==> config.mk <==
export PLATFORM = sky130hd
export DESIGN_NAME = spi_lcd_tx_flat
export DESIGN_NICKNAME = d
export VERILOG_FILES = /design/src/rtl/spi_lcd_tx_if.sv /design/src/rtl/spi_lcd_tx.sv /design/src/flat_wrapper.sv
export SDC_FILE = /design/constraint.sdc
export NUM_CORES = 1
export LEC_CHECK = 0
export ABC_AREA = 1
export CELL_PAD_IN_SITES_DETAIL_PLACEMENT = 0
export CELL_PAD_IN_SITES_GLOBAL_PLACEMENT = 1
export CORE_MARGIN = 4
export CORE_UTILIZATION = 42
export DETAILED_ROUTE_END_ITERATION = 12
export PLACE_DENSITY_LB_ADDON = 0.08
export SYNTH_ARGS = -nofsm -noshare
export SYNTH_HDL_FRONTEND = slang
export SYNTH_SLANG_ARGS = --single-unit
export TNS_END_PERCENT = 20
==> constraint.sdc <==
create_clock -name w_clk -period 1.5 [get_ports w_clk]
set_input_delay 0.3 -clock w_clk [delete_from_list [all_inputs] [get_ports w_clk]]
set_output_delay 0.3 -clock w_clk [all_outputs]
set_load 0.01 [all_outputs]
==> src/rtl/spi_lcd_tx_if.sv <==
// Word-push handshake and panel pin bundle for spi_lcd_tx.
interface spi_lcd_tx_if #(
    parameter int unsigned DATA_W     = 8,
    parameter int unsigned FIFO_DEPTH = 4
);
    localparam int unsigned LW = $clog2(FIFO_DEPTH) + 1;

    logic              i_valid;
    logic              i_dc;
    logic [DATA_W-1:0] i_data;
    logic              o_ready;
    logic [LW-1:0]     o_level;
    logic              o_busy;
    logic              o_scl;
    logic              o_sda;
    logic              o_dc;
    logic              o_cs_n;

    modport master (
        output i_valid, i_dc, i_data,
        input  o_ready, o_level, o_busy, o_scl, o_sda, o_dc, o_cs_n
    );

    modport slave (
        input  i_valid, i_dc, i_data,
        output o_ready, o_level, o_busy, o_scl, o_sda, o_dc, o_cs_n
    );
endinterface

==> src/rtl/spi_lcd_tx.sv <==
// SPI transmit engine for the ST7789 path: {DC,payload} FIFO feeding an
// MSB-first serialiser with programmable SCL divider and SPI mode.
module spi_lcd_tx #(
    parameter int unsigned DATA_W     = 8,
    parameter int unsigned FIFO_DEPTH = 4,
    parameter int unsigned CLK_DIV    = 1,
    parameter bit          CPOL       = 1'b1,
    parameter bit          CPHA       = 1'b0
) (
    input  logic         w_clk,
    input  logic         w_rst_n,
    spi_lcd_tx_if.slave  bus
);
    localparam int unsigned AW    = $clog2(FIFO_DEPTH);
    localparam int unsigned LW    = AW + 1;
    localparam int unsigned WW    = DATA_W + 1;
    localparam int unsigned EDGES = 2 * DATA_W;
    localparam int unsigned EW    = $clog2(EDGES + 1);
    localparam int unsigned DIV_W = (CLK_DIV > 1) ? $clog2(CLK_DIV) : 1;

    typedef enum logic [1:0] {IDLE, LOAD, SHIFT, GAP} state_t;

    state_t            state_q, state_d;
    logic [WW-1:0]     mem_q [FIFO_DEPTH];
    logic [AW-1:0]     wr_ptr_q, wr_ptr_d, rd_ptr_q, rd_ptr_d;
    logic [LW-1:0]     count_q, count_d;
    logic [DATA_W-1:0] sh_q, sh_d;
    logic [DIV_W-1:0]  div_q, div_d;
    logic [EW-1:0]     edg_q, edg_d;
    logic              scl_q, scl_d, sda_q, sda_d, dc_q, dc_d;
    logic              cs_n_q, cs_n_d, busy_q, busy_d;

    logic          ready, push, pop, tick, last, upd;
    logic [EW-1:0] edge_num;
    logic [WW-1:0] head;

    // Ready comes from the registered count only, so a full FIFO refuses
    // a push even when the engine pops in the same cycle.
    assign ready    = (count_q < LW'(FIFO_DEPTH));
    assign push     = bus.i_valid && ready;
    assign pop      = (state_q == LOAD);
    assign head     = mem_q[rd_ptr_q];
    assign tick     = (div_q == DIV_W'(CLK_DIV - 1));
    assign edge_num = edg_q + EW'(1);
    assign last     = (edge_num == EW'(EDGES));

    always_ff @(posedge w_clk) begin
        if (push) mem_q[wr_ptr_q] <= {bus.i_dc, bus.i_data};
    end

    always_comb begin
        wr_ptr_d = push ? wr_ptr_q + AW'(1) : wr_ptr_q;
        rd_ptr_d = pop  ? rd_ptr_q + AW'(1) : rd_ptr_q;
        count_d  = count_q;
        if (push && !pop)      count_d = count_q + LW'(1);
        else if (!push && pop) count_d = count_q - LW'(1);
    end

    always_comb begin
        state_d = state_q;
        sh_d    = sh_q;
        div_d   = div_q;
        edg_d   = edg_q;
        scl_d   = scl_q;
        sda_d   = sda_q;
        dc_d    = dc_q;
        cs_n_d  = cs_n_q;
        // Mode 0/2 shift after trailing edges (not the final one); mode 1/3 on leading edges.
        upd     = (CPHA == 1'b0) ? (~edge_num[0] & ~last) : edge_num[0];
        unique case (state_q)
            IDLE: if (count_q != '0) state_d = LOAD;
            LOAD: begin
                dc_d   = head[DATA_W];
                cs_n_d = 1'b0;
                div_d  = '0;
                edg_d  = '0;
                if (CPHA == 1'b0) begin
                    sda_d = head[DATA_W-1];
                    sh_d  = {head[DATA_W-2:0], 1'b0};
                end else begin
                    sh_d  = head[DATA_W-1:0];
                end
                state_d = SHIFT;
            end
            SHIFT: begin
                if (tick) begin
                    div_d = '0;
                    scl_d = ~scl_q;
                    edg_d = edge_num;
                    if (upd) begin
                        sda_d = sh_q[DATA_W-1];
                        sh_d  = sh_q << 1;
                    end
                    if (last) state_d = (count_q != '0) ? LOAD : GAP;
                end else begin
                    div_d = div_q + DIV_W'(1);
                end
            end
            GAP: begin
                cs_n_d = 1'b1;
                scl_d  = CPOL;
                if (tick) begin
                    div_d   = '0;
                    state_d = IDLE;
                end else begin
                    div_d = div_q + DIV_W'(1);
                end
            end
            default: state_d = IDLE;
        endcase
        busy_d = (state_d != IDLE) || (count_d != '0);
    end

    always_ff @(posedge w_clk or negedge w_rst_n) begin
        if (!w_rst_n) begin
            state_q  <= IDLE;
            wr_ptr_q <= '0;
            rd_ptr_q <= '0;
            count_q  <= '0;
            sh_q     <= '0;
            div_q    <= '0;
            edg_q    <= '0;
            scl_q    <= CPOL;
            sda_q    <= 1'b0;
            dc_q     <= 1'b0;
            cs_n_q   <= 1'b1;
            busy_q   <= 1'b0;
        end else begin
            state_q  <= state_d;
            wr_ptr_q <= wr_ptr_d;
            rd_ptr_q <= rd_ptr_d;
            count_q  <= count_d;
            sh_q     <= sh_d;
            div_q    <= div_d;
            edg_q    <= edg_d;
            scl_q    <= scl_d;
            sda_q    <= sda_d;
            dc_q     <= dc_d;
            cs_n_q   <= cs_n_d;
            busy_q   <= busy_d;
        end
    end

    assign bus.o_ready = ready;
    assign bus.o_level = count_q;
    assign bus.o_busy  = busy_q;
    assign bus.o_scl   = scl_q;
    assign bus.o_sda   = sda_q;
    assign bus.o_dc    = dc_q;
    assign bus.o_cs_n  = cs_n_q;
endmodule

==> src/flat_wrapper.sv <==
// flat-port wrapper written by rule: the top's interface ports become plain ports
module spi_lcd_tx_flat 
#(
    parameter int unsigned DATA_W     = 8,
    parameter int unsigned FIFO_DEPTH = 4,
    parameter int unsigned CLK_DIV    = 1,
    parameter bit          CPOL       = 1'b1,
    parameter bit          CPHA       = 1'b0
)
  (w_clk, w_rst_n, bus_i_valid, bus_i_dc, bus_i_data, bus_o_ready, bus_o_level, bus_o_busy, bus_o_scl, bus_o_sda, bus_o_dc, bus_o_cs_n);
  spi_lcd_tx_if #(.DATA_W(DATA_W), .FIFO_DEPTH(FIFO_DEPTH)) bus_i ();
  input  logic w_clk;
  input  logic w_rst_n;
  input wire logic [$bits(bus_i.i_valid)-1:0] bus_i_valid;
  input wire logic [$bits(bus_i.i_dc)-1:0] bus_i_dc;
  input wire logic [$bits(bus_i.i_data)-1:0] bus_i_data;
  output wire logic [$bits(bus_i.o_ready)-1:0] bus_o_ready;
  output wire logic [$bits(bus_i.o_level)-1:0] bus_o_level;
  output wire logic [$bits(bus_i.o_busy)-1:0] bus_o_busy;
  output wire logic [$bits(bus_i.o_scl)-1:0] bus_o_scl;
  output wire logic [$bits(bus_i.o_sda)-1:0] bus_o_sda;
  output wire logic [$bits(bus_i.o_dc)-1:0] bus_o_dc;
  output wire logic [$bits(bus_i.o_cs_n)-1:0] bus_o_cs_n;
  assign bus_i.i_valid = bus_i_valid;
  assign bus_i.i_dc = bus_i_dc;
  assign bus_i.i_data = bus_i_data;
  assign bus_o_ready = bus_i.o_ready;
  assign bus_o_level = bus_i.o_level;
  assign bus_o_busy = bus_i.o_busy;
  assign bus_o_scl = bus_i.o_scl;
  assign bus_o_sda = bus_i.o_sda;
  assign bus_o_dc = bus_i.o_dc;
  assign bus_o_cs_n = bus_i.o_cs_n;
  spi_lcd_tx #(.DATA_W(DATA_W), .FIFO_DEPTH(FIFO_DEPTH), .CLK_DIV(CLK_DIV), .CPOL(CPOL), .CPHA(CPHA)) u_core (.w_clk(w_clk), .w_rst_n(w_rst_n), .bus(bus_i));
endmodule
---- Word-level counts from Yosys, hierarchy flattened ----
Memories as Yosys holds them, arrays and structs flattened.
Cells that the tools add are included.
W data, S select, Z words.
word-level totals
  register bits ........................... 28
  bits in writable memories ............... 36
  output and inout port bits .............. 9
  memories ................................ 1
cells by class
  add/sub/neg operators ................... 6
  order comparisons ....................... 1
  equal/unequal tests ..................... 6
  muxes and demuxes ....................... 23
  bitwise gates (word level) .............. 4
  reduce and logical (&&, ||, !) cells .... 18
memory list
  memory        words  width  rd ports  clocked after memory_dff  write ports  RTL line          source
  u_core.mem_q  4      9      1         0                         1            spi_lcd_tx.sv:24  logic [WW-1:0] mem_q [FIFO_DEPTH];
operators with widths
  operator               number
  $mux W8                2
  $pmux W8 S2            1
  $mux W2                5
  $pmux W5 S2            1
  $reduce_bool A2 Y1     5
  $pmux W1 S2            4
  $pmux W2 S4            1
  $mux W1                6
  $mux W3                2
  $reduce_bool A3 Y1     2
  $add A5 B1 Y5 const B  1
  $eq A5 B5 Y1 const B   1
  $mux W5                1
  $add A2 B1 Y2 const B  2
  $eq A2 B2 Y1 const B   2
  $reduce_and A2 Y1      2
  $add A3 B1 Y3 const B  1
  $logic_and A1 B1 Y1    3
  $lt A3 B3 Y1 const B   1
  $not A1 Y1             3
  $reduce_and A3 Y1      1
  $sub A3 B1 Y3 const B  1
  $eq A2 B1 Y1 const B   1
  $logic_not A1 Y1       2
  7 further kinds        7

---- Depth between registers and ports, before layout ----
Gate-level depths: netlist (run 1).
  word-level depth ........................ 8
  depth in mapped cells ................... 12
  gate-level depth less buffers ........... 11

---- Worst setup path after synthesis (run 1) ----
OpenSTA, ideal clock, no wires.
  kind .................................... register to register
  start ................................... register u_core.state_q[1]
  end ..................................... register u_core.busy_q, in the netlist u_core.bus.o_busy
  library setup time ...................... 118 ps
  arrival time ............................ 1359 ps
  data required time ...................... 1382 ps
  path slack .............................. 23 ps
  stages on the path, launching flop included .. 11
  period minus slack after synthesis ...... 1477 ps
  path through ............................ dfrtp_1 inv_1 ha_1 buf_6 inv_2 nand3_1 nand2_1 xor2_1 nand3_1 nor2_1 nand2_1
between the ends
  cells in the longest elaborated chain, start to end .. 6
  elaborated cells on any way between the ends .. 17
  classes of those cells .................. eq/ne: 3; mux: 7; reduce/logical: 7
ends and longest elaborated chain
  item                                                     RTL line                            source
  start, declared                                          spi_lcd_tx.sv:23                    state_t state_q, state_d;
  start signal, assigned                                   spi_lcd_tx.sv:129                   state_q <= state_d;
  $eq A2 B1 Y1                                             spi_lcd_tx.sv:41, spi_lcd_tx.sv:70
  $logic_and A1 B1 Y1 or $logic_not A1 Y1 (tied branches)  spi_lcd_tx.sv:56, spi_lcd_tx.sv:55
  $mux W3 or $logic_and A1 B1 Y1 (tied branches)           spi_lcd_tx.sv:56, spi_lcd_tx.sv:55
  $mux W3                                                  spi_lcd_tx.sv:55                    if (push && !pop) count_d = count_q + LW'(1);
  $reduce_bool A3 Y1                                       spi_lcd_tx.sv:111                   busy_d = (state_d != IDLE) || (count_d != '0);
  $logic_or A1 B1 Y1 *                                     spi_lcd_tx.sv:111
  via u_core.busy_d                                        spi_lcd_tx.sv:31                    logic cs_n_q, cs_n_d, busy_q, busy_d;
  end signal, assigned                                     spi_lcd_tx.sv:140                   busy_q <= busy_d;
  end, declared                                            spi_lcd_tx.sv:31
The timed path passes the listed nets; every way through them passes the cells marked *.
A chain may end at the register's enable or synchronous reset.

---- Final worst setup path (run 1) ----
  start ................................... register u_core.state_q[0]
  end ..................................... register u_core.sda_q, in the netlist u_core.bus.o_sda
between the ends
  cells in the longest elaborated chain, start to end .. 3
  elaborated cells on any way between the ends .. 7
  classes of those cells .................. eq/ne: 4; mux: 1; reduce/logical: 2
ends and longest elaborated chain
  item                                                  RTL line           source
  $eq A2 B2 Y1 or $eq A2 B1 Y1 (tied branches)          spi_lcd_tx.sv:70   unique case (state_q)
  $ne A2 B2 Y1 (no line), or another cell as far along  --
  $reduce_and A3 Y1 (no line)                           --
  end signal, assigned                                  spi_lcd_tx.sv:124  sda_q <= 1'b0;
  end signal, assigned                                  spi_lcd_tx.sv:137  sda_q <= sda_d;
  end, declared                                         spi_lcd_tx.sv:30   logic scl_q, scl_d, sda_q, sda_d, dc_q, dc_d;
Several ways; a longest one is shown, not always the timed one.

==> results of run 1 <==
## Yosys cell counts (2+ instances only)
cell type,n,area share [%]
o22ai_1,2,0.45
nand2_1,40,5.4
a21oi_1,3,0.54
o21ai_0,21,3.7
dfrtp_1,24,21
o21ai_1,11,2.0
buf_2,4,0.71
nand3_4,2,1.2
inv_2,4,0.54
xor2_1,4,1.2
nand4_1,2,0.45
buf_4,2,0.54
nand3_1,14,2.5
ha_1,12,5.4
o22a_1,7,2.2
nand2_2,5,1.1
edfxtp_1,36,39
nor2_1,33,4.4
inv_1,19,2.5
nand2_4,2,0.80
dfstp_2,2,1.9
## path summary, 6_finish.rpt
path	slack [ns]	end	cells past startpoint
worst max-delay path	0.06	u_core.bus.o_sda	7
worst min-delay path	0.33	u_core.sh_q[6]	2
worst max register to register	0.06	u_core.bus.o_sda	7
worst min register to register	0.50	u_core.bus.o_sda	2
max in group asynchronous	0.86	u_core.bus.o_scl	2
min in group w_clk	0.50	u_core.bus.o_sda	2
## cells by family after synthesis
kind of cell / after synthesis / share of synthesized area, %
fa+ha+maj: 12 / 5.35
compound gates: 48 / 9.95
simple gates: 100 / 16.5
xor+xnor: 4 / 1.25
buf+inv: 32 / 5.13
flops: 62 / 61.8
## power groups by stage
stage	registers, uW	logic, uW	clock network, uW
2_1_floorplan	1840	0.0138	0
3_3_place_gp	1840	58.5	0
3_5_place_dp	1840	58.7	0
4_1_cts	1810	58.6	1370
5_1_grt	1800	63.4	1480
6_report	1810	56.5	1330
## layout make-up
type	count	area (um2)
Fill cell	563	2930
Sequential cell	62	1730
Multi-Input combinational cell	165	1010
Timing Repair Buffer	43	374
Clock buffer	9	124
Inverter	25	98.8
Tap cell	77	96.3
Clock inverter	7	56.3
## worst reg2reg max path: cells and delay by family (launching register included)
family	cells	cell delay, ns
AND/OR/NAND/NOR	4	0.42
buffers and inverters	2	0.26
adder cells (fa/ha/maj)	1	0.24
flip-flops	1	0.42
## sequential cells by signal (all words and copies together), names as in the netlist
signal and flops:
u_core.rd_ptr_q 2, u_core.bus.o_level 3, u_core.state_q 2, u_core.bus.o_busy 1, u_core.bus.o_dc 1, u_core.wr_ptr_q 2
u_core.mem_q 36, u_core.sh_q 7, u_core.bus.o_sda 1, u_core.bus.o_scl 1, u_core.edg_q 5, u_core.bus.o_cs_n 1
## what timing repair did
action                     4_1_cts  5_1_grt
resized for setup               12       12
cloned                           0        1
setup endpoints to repair       13       10
pin swaps                        0        4
buffers inserted                 0        3
## through the flow
| stage | TNS (ns) | total power, uW | std cells | instance area [um2] | hold WS [ns] |
|---|---|---|---|---|---|
| after detailed placement | -4.57 | 1900 | 368 | 3220 | 0.492 |
| after floorplan | 0 | 1840 | 258 | 2800 | 0.00441 |
| after CTS | -0.00832 | 3230 | 384 | 3400 | 0.339 |
| after global placement | -4.40 | 1900 | 368 | 3220 | 0.485 |
| after global routing | -0.295 | 3350 | 388 | 3490 | 0.360 |
| final | 0 | 3190 | 388 | 3490 | 0.333 |
## routing by layer
metal / global-route usage, % / vias up / wire length (um) / share of wire [%]
met2: 18.8 / 35 / 2240 / 40
met3: 3.59 / 12 / 231 / 4.1
li1: - / 974 / - / -
met5: 0 / - / 0 / 0
met1: 23.0 / 892 / 2970 / 53
met4: 7.66 / 0 / 124 / 2.2
==> results_dict.tcl, run 1 <==
set metrics [dict create \
    hold_buffers 0 \
    comb_power_share_pct 1.8 \
    wirelength_um 5570 \
    cp.arrival_ns 1.68 \
    syn_to_final_growth_pct 24.6 \
    synth_warnings 0 \
    p_clk_share_pct 41.7 \
    crit_type "flip-flop to flip-flop" \
    postLayoutCoreUtil_pct 54.4 \
    layout_commonest_cell "nand2_1" \
    start_util_pct 43.7 \
    critPathMostFrequentCell "nand2_2" \
    ys_types 30 \
    wire_per_inst_um 14.3 \
    clock.fmax_mhz 693 \
    seqPwrFrac_pct 56.5 \
    final_cell_mix "nand2_1 (39), edfxtp_1 (36), nor2_1 (33)" \
    ys_seq_area_share_pct 61.8 \
    crit_path_start_kind "flip-flop" \
    ys_ff_latch 62 \
    num_vias 1913 \
    cts.sinks 62 \
    status "complete, no violations" \
    antenna_found_initial 0 \
    post_route_cells_drive_above_1_share_pct 21.9 \
    io_pins 21 \
    grt_max_degree 27 \
    clk_latency_ns 0.34 \
    r2r-start "u_core.state_q[0]" \
    netlist_instances 258 \
    synth_edf_count 36 \
    slew_headroom_pct 76.7 \
    slew_violations 0 \
    fin_crit_sh_pct 96.2 \
    gp_congestion 0.819 \
    crit_required_ns 1.73 \
    cpMaxStageDelayCell "dfrtp_1" \
    powerDensity_nw_per_um2 914 \
    cts-root-buf "clkbuf_8" \
    grt_pass1_wl_um 9290 \
    hold_viol 0 \
    coreArea_um2 6420 \
    startpoint "u_core.state_q[0]" \
    grt_pass1_vias 1807 \
    syn_area_um2 2800 \
    die_area_um2 8050 \
    p_int_uw 2450 \
    clk_pin_slew_ns 0.08 \
    tightest_slew_ns 0.350 \
    place_ws_ns -0.138 \
    drt_pass1_iterations 4 \
    rows 29 \
    synthFlopType "edfxtp_1" \
    grt-ovfl-total 0 \
    avgViaCountPerCell 4.93 \
    setup_viol 0 \
    avgSynthCellArea_um2 10.9 \
    cts-buffers-inserted 9 \
    clock_path_buffers 2 \
    antenna_cells 0 \
    setup_slack_ns 0.0565 \
    portBuffers 20 \
    drc_errors 0 \
    hold_path_class "input port to asynchronous set/reset pin" \
    async_flop_share_pct 41.9 \
    place_hpwl_um 3980 \
    leakagePower_uw 0.00150 \
    critPathBufInv 2 \
    vdd_drop_max_mv 0.713 \
    crit_chain "inv_1 -> ha_4 -> inv_4 -> nand2_2 -> nand2_4 -> nand2_2 -> nand2_1" \
    worstPathMaxFanout 9 \
    die_h_um 89.7 \
    tritoncts "yes" \
    path_delay_family "flip-flops" \
    crit_path_end_kind "flip-flop" \
    nNetsFinal 330 \
    drv_cap 0 \
    finClkSkew_ns 0.00894 \
    die_w_um 89.7 \
    drt_iter0_drc 128 \
    rsz0062_at_grt "yes" \
    fin_crit_ns 1.44 \
    syn-num-nets 282 \
    track_usage_pct 14.8 \
    p_switching_uw 743 \
    antenna_left 0 \
    max_stage_delay_ns 0.42 \
    swShare_pct 23.3 \
    cts_max_level 3 \
]
(Power assumes the default switching activity.)
==> run 2, diff against run 1 <==
ABC_CLOCK_PERIOD_IN_PS = 1500   (was not set)
RECOVER_POWER = 25   (was not set)
==> run 2 against run 1 <==
Utilization is essentially flat. First-iteration DRC count is the same. Maximum frequency is the same. Critical endpoint unchanged. Wire length about the same. Clock skew unchanged. Via count about the same. Register-to-register slack about the same. Count of clock-buffer cells in the layout unchanged. Critical path type unchanged. Total power hardly changed.
==> results_dict.tcl, run 2 (synthesized netlist as in run 1, its figures left out) <==
set metrics [dict create \
    nNetsFinal 330 \
    worstPathMaxFanout 9 \
    setup_viol 0 \
    die_w_um 89.7 \
    hold_path_class "flip-flop to flip-flop" \
    tritoncts "yes" \
    cts-root-buf "clkbuf_8" \
    io_pins 21 \
    reg2reg_slack_ns 0.06 \
    rows 29 \
    powerDensity_nw_per_um2 914 \
    antenna_found_initial 0 \
    post_dp_cell_area_um2 3220 \
    p_int_uw 2450 \
    leakagePower_uw 0.00150 \
    wirelength_um 5570 \
    regMostFlops "u_core.mem_q" \
    p_switching_uw 743 \
    swShare_pct 23.3 \
    drv_cap 0 \
    clk_latency_ns 0.34 \
    antenna_left 0 \
    post_route_cells_drive_above_1_share_pct 21.9 \
    die_h_um 89.7 \
    grt_max_degree 27 \
    nFillCells 564 \
    clock_path_buffers 2 \
    drc_errors 0 \
    grt_pass1_vias 1807 \
    clk_pin_slew_ns 0.07 \
    holdPathStages 2 \
    place_hpwl_um 3980 \
    track_usage_pct 14.8 \
    coreArea_um2 6420 \
    fin_crit_ns 1.44 \
    total_power_uw 3190 \
    num_vias 1914 \
    layout_commonest_cell "nand2_1" \
    drt_pass1_iterations 4 \
    syn_to_final_growth_pct 24.5 \
    crit_path_start_kind "flip-flop" \
    hold_viol 0 \
    slew_violations 0 \
    cp.arrival_ns 1.68 \
    holdPathEnd "u_core.bus.o_sda" \
    rsz0062_at_grt "yes" \
    cts.sinks 62 \
    portBuffers 20 \
    drt_iter0_drc 128 \
    antenna_cells 0 \
    r2r-start "u_core.state_q[0]" \
    avgViaCountPerCell 4.93 \
    r2r_cells 7 \
    cts-buffers-inserted 9 \
    r2r_end "u_core.bus.o_sda" \
    vdd_drop_max_mv 0.713 \
    fin_area_um2 3490 \
    start_util_pct 43.7 \
    hold_buffers 0 \
    crit_type "flip-flop to flip-flop" \
    hp-start "u_core.bus.o_sda" \
    tightest_slew_ns 0.682 \
    die_area_um2 8050 \
    crit_required_ns 1.73 \
    finClkSkew_ns 0.00894 \
    status "complete, no violations" \
    clock.fmax_mhz 693 \
    slew_headroom_pct 54.5 \
    largest_reg_flops 36 \
    reg_top3 "u_core.mem_q: 36 flops, u_core.sh_q: 7 flops, u_core.edg_q: 5 flops" \
    p_clk_share_pct 41.7 \
    cts_max_level 3 \
    grt_pass1_wl_um 9290 \
    setup_tns_ns 0 \
    gp_congestion 0.819 \
    crit_path_end_kind "flip-flop" \
    wire_per_inst_um 14.3 \
    fin_crit_sh_pct 96.2 \
    seqPwrFrac_pct 56.6 \
    grt-ovfl-total 0 \
    comb_power_share_pct 1.7 \
    final_cell_mix "nand2_1 (39), edfxtp_1 (36), nor2_1 (33)" \
]
## run 2: changes by cell type in the layout (fill, tap and decap cells not counted)
cell	previous run	this run
clkdlybuf4s50_1	11	7
clkbuf_2	0	1
dlygate4sd3_1	0	4
buf_4	22	21
## run 2: routing by layer
layer	vias up	part of all wire (%)	global-route usage, %
met4	0	2.2	7.66
met1	893	53	23.0
met3	12	4.2	3.59
met2	35	40	18.8
met5	-	0	0
li1	974	-	-
## run 2: power by group through the flow
stage	combinational, uW	clock (uW)	sequential, uW
3_5_place_dp	58.7	0	1840
3_3_place_gp	58.5	0	1840
5_1_grt	60.3	1480	1800
4_1_cts	58.6	1370	1810
6_report	53.4	1330	1810
2_1_floorplan	0.0138	0	1840
## run 2: layout make-up
| cell class | instances | area, um2 | area share [%] |
|---|---|---|---|
| Inverter | 25 | 98.8 | 2.83 |
| Timing Repair Buffer | 43 | 372 | 10.6 |
| Clock inverter | 7 | 56.3 | 1.61 |
| Sequential cell | 62 | 1730 | 49.7 |
| Clock buffer | 9 | 124 | 3.55 |
| Tap cell | 77 | 96.3 | 2.76 |
| Multi-Input combinational cell | 165 | 1010 | 29.0 |
## run 2: how the worst max path moves through the flow
stage	from	endpoint	slack, ns	depth (start not counted)
finish	u_core.state_q[0]	u_core.bus.o_sda	0.06	7
detailed placement	bus_i_valid	u_core.bus.o_busy	-0.14	8
global placement	bus_i_valid	u_core.mem_q[2][3]	-0.13	5
CTS	u_core.state_q[0]	u_core.bus.o_sda	-0.008	7
floorplan	u_core.state_q[1]	u_core.bus.o_busy	0.02	10
global route	u_core.state_q[1]	u_core.bus.o_busy	-0.05	10
## run 2: timing repair
action	CTS	global route
buffers inserted	0	3
pin swaps	0	4
cloned	0	1
gates resized for setup	12	12
setup endpoints to repair	13	10
## run 2: worst max-delay path, stage by stage, from the launching register on
cell     delay, ns
dfrtp_1       0.42
inv_1         0.20
ha_4          0.24
inv_4         0.06
nand2_2       0.18
nand2_4       0.11
nand2_2       0.09
nand2_1       0.04
## run 2: stage by stage
stage                     util [%]  instances  hold WS, ns  setup WS [ns]
final                         54.4        388        0.501         0.0565
after global routing          54.4        388        0.536        -0.0469
after CTS                     53.0        384        0.339       -0.00832
after detailed placement      50.1        368        0.492         -0.138
after global placement        50.1        368        0.485         -0.128
after floorplan                  -        258      0.00441         0.0228
